<file path="src/rtl/spi_master_driver.sv">
// SPI mode-0 initiator: streams words MSB-first on mosi while shifting miso in,
// and frames each transaction with ss setup, ss hold and a minimum ss-high gap.
module spi_master_driver #(
   parameter int WORD_WIDTH = 8,
   parameter int CLK_DIV    = 24,
   parameter int SS_DELAY   = 24
) (
   input  logic                  sys_clk,
   input  logic                  rst,
   input  logic [WORD_WIDTH-1:0] tx_data,
   input  logic                  tx_last,
   input  logic                  tx_valid,
   output logic                  tx_ready,
   output logic [WORD_WIDTH-1:0] rx_data,
   output logic                  rx_valid,
   output logic                  busy,
   input  logic                  miso_in,
   output logic                  sclk_out,
   output logic                  mosi_out,
   output logic                  ss_out
);

   localparam int MAX_AB = (CLK_DIV > SS_DELAY) ? CLK_DIV : SS_DELAY;
   localparam int MAX_V  = (MAX_AB > WORD_WIDTH) ? MAX_AB : WORD_WIDTH;
   localparam int CW     = $clog2(MAX_V + 1);

   localparam logic [CW-1:0] DIV_LOAD = CW'(CLK_DIV - 1);
   localparam logic [CW-1:0] SS_LOAD  = CW'(SS_DELAY - 1);
   localparam logic [CW-1:0] BIT_LOAD = CW'(WORD_WIDTH - 1);
   localparam logic [CW-1:0] CNT_ZERO = {CW{1'b0}};
   localparam logic [CW-1:0] CNT_ONE  = CW'(1);

   typedef enum logic [2:0] {
      ST_IDLE       = 3'd0,
      ST_SS_SETUP   = 3'd1,
      ST_SHIFT_LOW  = 3'd2,
      ST_SHIFT_HIGH = 3'd3,
      ST_WORD_END   = 3'd4,
      ST_WAIT_NEXT  = 3'd5,
      ST_SS_HOLD    = 3'd6,
      ST_SS_GAP     = 3'd7
   } state_t;

   state_t                state_q;
   logic [CW-1:0]         cnt_q;
   logic [CW-1:0]         bit_q;
   logic [WORD_WIDTH-1:0] tx_sh_q;
   logic [WORD_WIDTH-2:0] rx_sh_q;
   logic                  last_q;
   logic [WORD_WIDTH-1:0] rx_data_q;
   logic                  rx_valid_q;
   logic                  busy_q;
   logic                  sclk_q;
   logic                  ss_q;

   logic [WORD_WIDTH-1:0] tx_shift_d;
   logic [WORD_WIDTH-1:0] rx_word_d;
   logic                  accept_s;

   // tx_ready is held low while reset is asserted even though state is IDLE
   assign tx_ready   = rst && ((state_q == ST_IDLE) || (state_q == ST_WAIT_NEXT));
   assign accept_s   = tx_valid && tx_ready;
   assign tx_shift_d = {tx_sh_q[WORD_WIDTH-2:0], 1'b0};
   assign rx_word_d  = {rx_sh_q, miso_in};

   assign rx_data  = rx_data_q;
   assign rx_valid = rx_valid_q;
   assign busy     = busy_q;
   assign sclk_out = sclk_q;
   assign mosi_out = tx_sh_q[WORD_WIDTH-1];
   assign ss_out   = ss_q;

   // Transaction FSM; every output register changes together with the state it belongs to
   always_ff @(posedge sys_clk or negedge rst) begin
      if (!rst) begin
         state_q    <= ST_IDLE;
         cnt_q      <= CNT_ZERO;
         bit_q      <= CNT_ZERO;
         tx_sh_q    <= {WORD_WIDTH{1'b0}};
         rx_sh_q    <= {(WORD_WIDTH-1){1'b0}};
         last_q     <= 1'b0;
         rx_data_q  <= {WORD_WIDTH{1'b0}};
         rx_valid_q <= 1'b0;
         busy_q     <= 1'b0;
         sclk_q     <= 1'b0;
         ss_q       <= 1'b1;
      end else begin
         rx_valid_q <= 1'b0;
         case (state_q)
            ST_IDLE: begin
               if (accept_s) begin
                  tx_sh_q <= tx_data;
                  last_q  <= tx_last;
                  busy_q  <= 1'b1;
                  ss_q    <= 1'b0;
                  cnt_q   <= SS_LOAD;
                  state_q <= ST_SS_SETUP;
               end
            end
            ST_SS_SETUP: begin
               if (cnt_q != CNT_ZERO) begin
                  cnt_q <= cnt_q - CNT_ONE;
               end else begin
                  cnt_q   <= DIV_LOAD;
                  bit_q   <= BIT_LOAD;
                  state_q <= ST_SHIFT_LOW;
               end
            end
            ST_SHIFT_LOW: begin
               if (cnt_q != CNT_ZERO) begin
                  cnt_q <= cnt_q - CNT_ONE;
               end else begin
                  sclk_q  <= 1'b1;
                  cnt_q   <= DIV_LOAD;
                  state_q <= ST_SHIFT_HIGH;
               end
            end
            ST_SHIFT_HIGH: begin
               if (cnt_q != CNT_ZERO) begin
                  cnt_q <= cnt_q - CNT_ONE;
               end else begin
                  // miso is sampled as late as possible to absorb synchronizer delay
                  sclk_q  <= 1'b0;
                  rx_sh_q <= rx_word_d[WORD_WIDTH-2:0];
                  if (bit_q != CNT_ZERO) begin
                     bit_q   <= bit_q - CNT_ONE;
                     tx_sh_q <= tx_shift_d;
                     cnt_q   <= DIV_LOAD;
                     state_q <= ST_SHIFT_LOW;
                  end else begin
                     rx_data_q  <= rx_word_d;
                     rx_valid_q <= 1'b1;
                     state_q    <= ST_WORD_END;
                  end
               end
            end
            ST_WORD_END: begin
               if (last_q) begin
                  cnt_q   <= SS_LOAD;
                  state_q <= ST_SS_HOLD;
               end else begin
                  state_q <= ST_WAIT_NEXT;
               end
            end
            ST_WAIT_NEXT: begin
               if (accept_s) begin
                  tx_sh_q <= tx_data;
                  last_q  <= tx_last;
                  bit_q   <= BIT_LOAD;
                  cnt_q   <= DIV_LOAD;
                  state_q <= ST_SHIFT_LOW;
               end
            end
            ST_SS_HOLD: begin
               if (cnt_q != CNT_ZERO) begin
                  cnt_q <= cnt_q - CNT_ONE;
               end else begin
                  ss_q    <= 1'b1;
                  cnt_q   <= SS_LOAD;
                  state_q <= ST_SS_GAP;
               end
            end
            ST_SS_GAP: begin
               if (cnt_q != CNT_ZERO) begin
                  cnt_q <= cnt_q - CNT_ONE;
               end else begin
                  busy_q  <= 1'b0;
                  state_q <= ST_IDLE;
               end
            end
            default: begin
               state_q <= ST_IDLE;
               ss_q    <= 1'b1;
               sclk_q  <= 1'b0;
               busy_q  <= 1'b0;
               cnt_q   <= CNT_ZERO;
            end
         endcase
      end
   end

endmodule

</file>
<file path="config.mk">
export PLATFORM = sky130hd
export DESIGN_NAME = spi_master_driver
export DESIGN_NICKNAME = d
export VERILOG_FILES = /design/src/rtl/spi_master_driver.sv
export SDC_FILE = /design/constraint.sdc
export NUM_CORES = 1
export LEC_CHECK = 0
export CELL_PAD_IN_SITES_DETAIL_PLACEMENT = 2
export CELL_PAD_IN_SITES_GLOBAL_PLACEMENT = 2
export CORE_AREA = 2 2 83 85
export CTS_CLUSTER_DIAMETER = 60
export DETAILED_ROUTE_END_ITERATION = 12
export DIE_AREA = 0 0 85 87
export PLACE_DENSITY_LB_ADDON = 0.1
export SETUP_SLACK_MARGIN = 0.1
export SLEW_MARGIN = 25
export SYNTH_ARGS = -nofsm -noshare
export SYNTH_HDL_FRONTEND = slang
export SYNTH_SLANG_ARGS = --single-unit
</file>
<file path="constraint.sdc">
create_clock -name sys_clk -period 2.1 [get_ports sys_clk]
set_clock_uncertainty 0.05 [all_clocks]
set_input_delay 0.63 -clock sys_clk [delete_from_list [all_inputs] [get_ports sys_clk]]
set_output_delay 0.63 -clock sys_clk [all_outputs]
set_load 0.005 [all_outputs]
</file>
==> results.py <==
metrics = {
    "yosys": {
        "synth_fp_nets": 188,
        "syn_inst": 173,
        "synth_top_cell_by_area": "dfrtp_1",
        "avgSynthCellArea_um2": 12.0,
        "synth_edf_count": 0,
        "syn_area_um2": 2080,
        "yosysUniqueCellTypes": 50,
        "ys_ff_latch": 41,
        "synth-warning-count": 0,
        "async_flop_share_pct": 100,
        "ys_top_cells_by_area": "dfrtp_1, mux2_2, mux2_4",
        "ys_seq_area_share_pct": 49.3,
        "synth.most_common_cell": "dfrtp_1",
        "synth-main-ff-cell": "dfrtp_1",
        "yosys-top-cells-count": "dfrtp_1, mux2_2, inv_1, mux2_4, nand2_1",
        "synth_top_area_share_pct": 48.0,
    },
    "place": {
        "hpwl_um": 3960,
        "place_area_um2": 2630,
        "numPlacedInstances": 300,
        "pre_cts_ws_ns": -0.200,
        "gp_congestion": 0.786,
        "port_buffers": 26,
    },
    "critical_path": {
        "reg2reg_setup_slack_ns": 0.09,
        "path_cells": "buf_4 > buf_4 > xor2_1 > nor2_1 > buf_4 > mux2_2 > mux2_2",
        "cp.arrival_ns": 2.15,
        "slowest_stage": "dfrtp_1",
        "cp-start-kind": "flop",
        "worstSetupPathType": "flop to flop",
        "critical_path_required_ns": 2.24,
        "critPathMaxFanout": 14,
        "crit_path_end_kind": "flop",
        "cp_common_cell": "buf_4",
        "critPathMaxStageDelay_ns": 0.42,
    },
    "die": {
        "die_w_um": 85,
        "top_level_ports": 27,
        "die_area_um2": 7400,
        "start_util_pct": 31.7,
        "coreArea_um2": 6570,
        "fp.dieH_um": 87,
        "row_count": 30,
    },
    "sta": {
        "holdWs_ns": 0.357,
        "max_freq_ghz": 0.498,
        "tightestPinTransition_ns": 0.461,
        "max_slew_margin_pct": 69.1,
        "finalCritPeriodShare_pct": 95.7,
        "final-setup-viol-count": 0,
        "hold_violations": 0,
        "period_minus_slack_ns": 2.01,
        "grt_setup_unrepaired": "yes",
        "slew_viol_final": 0,
        "worst_slack_ns": 0.0901,
    },
    "global_route": {
        "grt_max_degree": 33,
        "grt-ovfl-total": 0,
        "grt_pass1_wl_um": 8890,
        "grt_use_total_pct": 15.6,
        "antenna_found_initial": 0,
        "grt_pass1_vias": 1750,
    },
    "clock_tree": {
        "ctsRootBufferMaster": "clkbuf_8",
        "cts.sinks": 41,
        "cts_tree": "built",
        "clk_latency_ns": 0.30,
        "cts_buffer_depth": 2,
        "cts_max_level": 2,
        "clkTransAtPathRegs_ns": 0.09,
        "cts_buffers": 5,
    },
    "cells_and_area": {
        "finalNonFillerCells": 323,
        "synthToLayoutAreaGrowth_pct": 40.4,
        "diodes": 0,
        "design_area_um2": 2930,
        "fin_nets": 257,
        "final_layout_size_suffix_gt1_share_pct": 42.0,
    },
    "route": {
        "ant_nets": 0,
        "wire_per_inst_um": 17.3,
        "vias": 1605,
        "vias_per_cell": 4.97,
        "drc": 0,
        "detail_route.iter0.violations": 28,
        "drt-total-wl_um": 5580,
        "drt_pass1_iterations": 4,
    },
    "power": {
        "pwr-share-clk_pct": 21.1,
        "seq_power_share_pct": 35.1,
        "p_switching_mw": 1.06,
        "comb_power_share_pct": 43.8,
        "switching_share_pct": 34.5,
        "powerDensity_nw_per_um2": 1050,
        "p_leak_nw": 1.39,
        "ir_drop_mv": 0.512,
        "p_int_mw": 2.02,
    },
    "run": {
        "maxCapViolations": 0,
    },
    "status": {
        "status": "completed",
    },
    "min_path": {
        "min-delay-path-class": "primary input to asynchronous set/reset pin",
    },
}
[through the flow]
stage	TNS [ns]	utilization (%)	power [mW]
after floorplan	0	-	1.80
after global placement	-0.819	40.0	2.18
after detailed placement	-1.42	40.0	2.25
after CTS	0	43.2	3.01
after global routing	0	44.6	3.30
final	0	44.6	3.08
[timing repair]
item,4_1_cts,5_1_grt
pin swaps,6,13
resized for setup,8,9
hold buffers,0,0
setup buffers,8,5
setup endpoints to repair,26,36
cloned,1,1
[final cells by class]
type	instances	area [um2]
well taps	80	100
flip-flops and latches	41	1030
inverters	14	52.6
multi-input cells	114	1080
clock buffers	6	72.6
fillers	668	3640
repair buffers	66	553
clock inverters	2	38.8
[registers in the layout (all words and copies together) (netlist names)]
name      cells
rx_data       8
tx_sh_q       8
rx_sh_q       7
bit_q         5
cnt_q         5
state_q       3
busy          1
last_q        1
rx_valid      1
sclk_out      1
ss_out        1
[power by group through the flow]
stage	registers (mW)	logic, mW	clock network, mW
global route	1.11	1.49	0.706
global placement	1.07	1.11	0
floorplan	1.06	0.748	0
finish	1.08	1.35	0.649
CTS	1.08	1.25	0.680
detailed placement	1.09	1.16	0
[layout by cell type, fill, tap and decap left out, types with 2 or more instances in the layout]
master / netlist / layout
a31oi_1: 3 / 3
mux2_4: 9 / 9
o211ai_1: 2 / 2
clkdlybuf4s50_1: 0 / 23
mux2i_1: 2 / 2
o21ai_0: 3 / 3
nand3_1: 4 / 4
a2bb2oi_1: 2 / 2
a21oi_1: 6 / 6
dfrtp_1: 40 / 40
o21a_1: 3 / 3
clkbuf_8: 0 / 5
and3_1: 2 / 2
inv_1: 14 / 11
nor2_1: 7 / 7
inv_2: 0 / 3
nand2_1: 8 / 8
mux2_2: 21 / 21
o31ai_1: 2 / 2
nor3_1: 5 / 4
ha_4: 0 / 2
o22ai_1: 2 / 2
nor4b_2: 1 / 2
buf_4: 1 / 39
[metal layers]
metal,routed length (um),vias up,GRT usage [%]
li1,-,769,-
met1,2470,811,19.1
met2,2920,19,27.7
met3,115,6,3.13
met4,72,0,4.76
met5,0,-,0
[cells by family after synthesis]
group                      synth area share (%)
buffers and inverters                      3.90
and+or+nand+nor                            11.9
xor gates and xnor gates                  0.840
muxes                                      19.3
adders and majority gates                  1.20
DFF                                        49.3
AOI/OAI and AO/OA                          13.6
[final timing paths]
path | to | depth (start not counted) | from
max reg2reg | tx_sh_q[5]$_DFFE_PN0P_ | 7 | state_q[0]$_DFFE_PN0P_
max | tx_sh_q[5]$_DFFE_PN0P_ | 7 | state_q[0]$_DFFE_PN0P_
min in group sys_clk | tx_sh_q[5]$_DFFE_PN0P_ | 1 | tx_sh_q[5]$_DFFE_PN0P_
max in group asynchronous | ss_out$_DFFE_PN1P_ | 3 | rst
min reg2reg | tx_sh_q[5]$_DFFE_PN0P_ | 1 | tx_sh_q[5]$_DFFE_PN0P_
min | tx_sh_q[2]$_DFFE_PN0P_ | 3 | rst
[worst max-delay path: cells and delay by family (launching register included)]
family,cells,cell delay (ns)
multiplexers,2,0.60
XOR/XNOR,1,0.20
AND/OR/NAND/NOR,1,0.12
buffers and inverters,3,0.51
flip-flops,1,0.42
(Power assumes the default switching activity.)
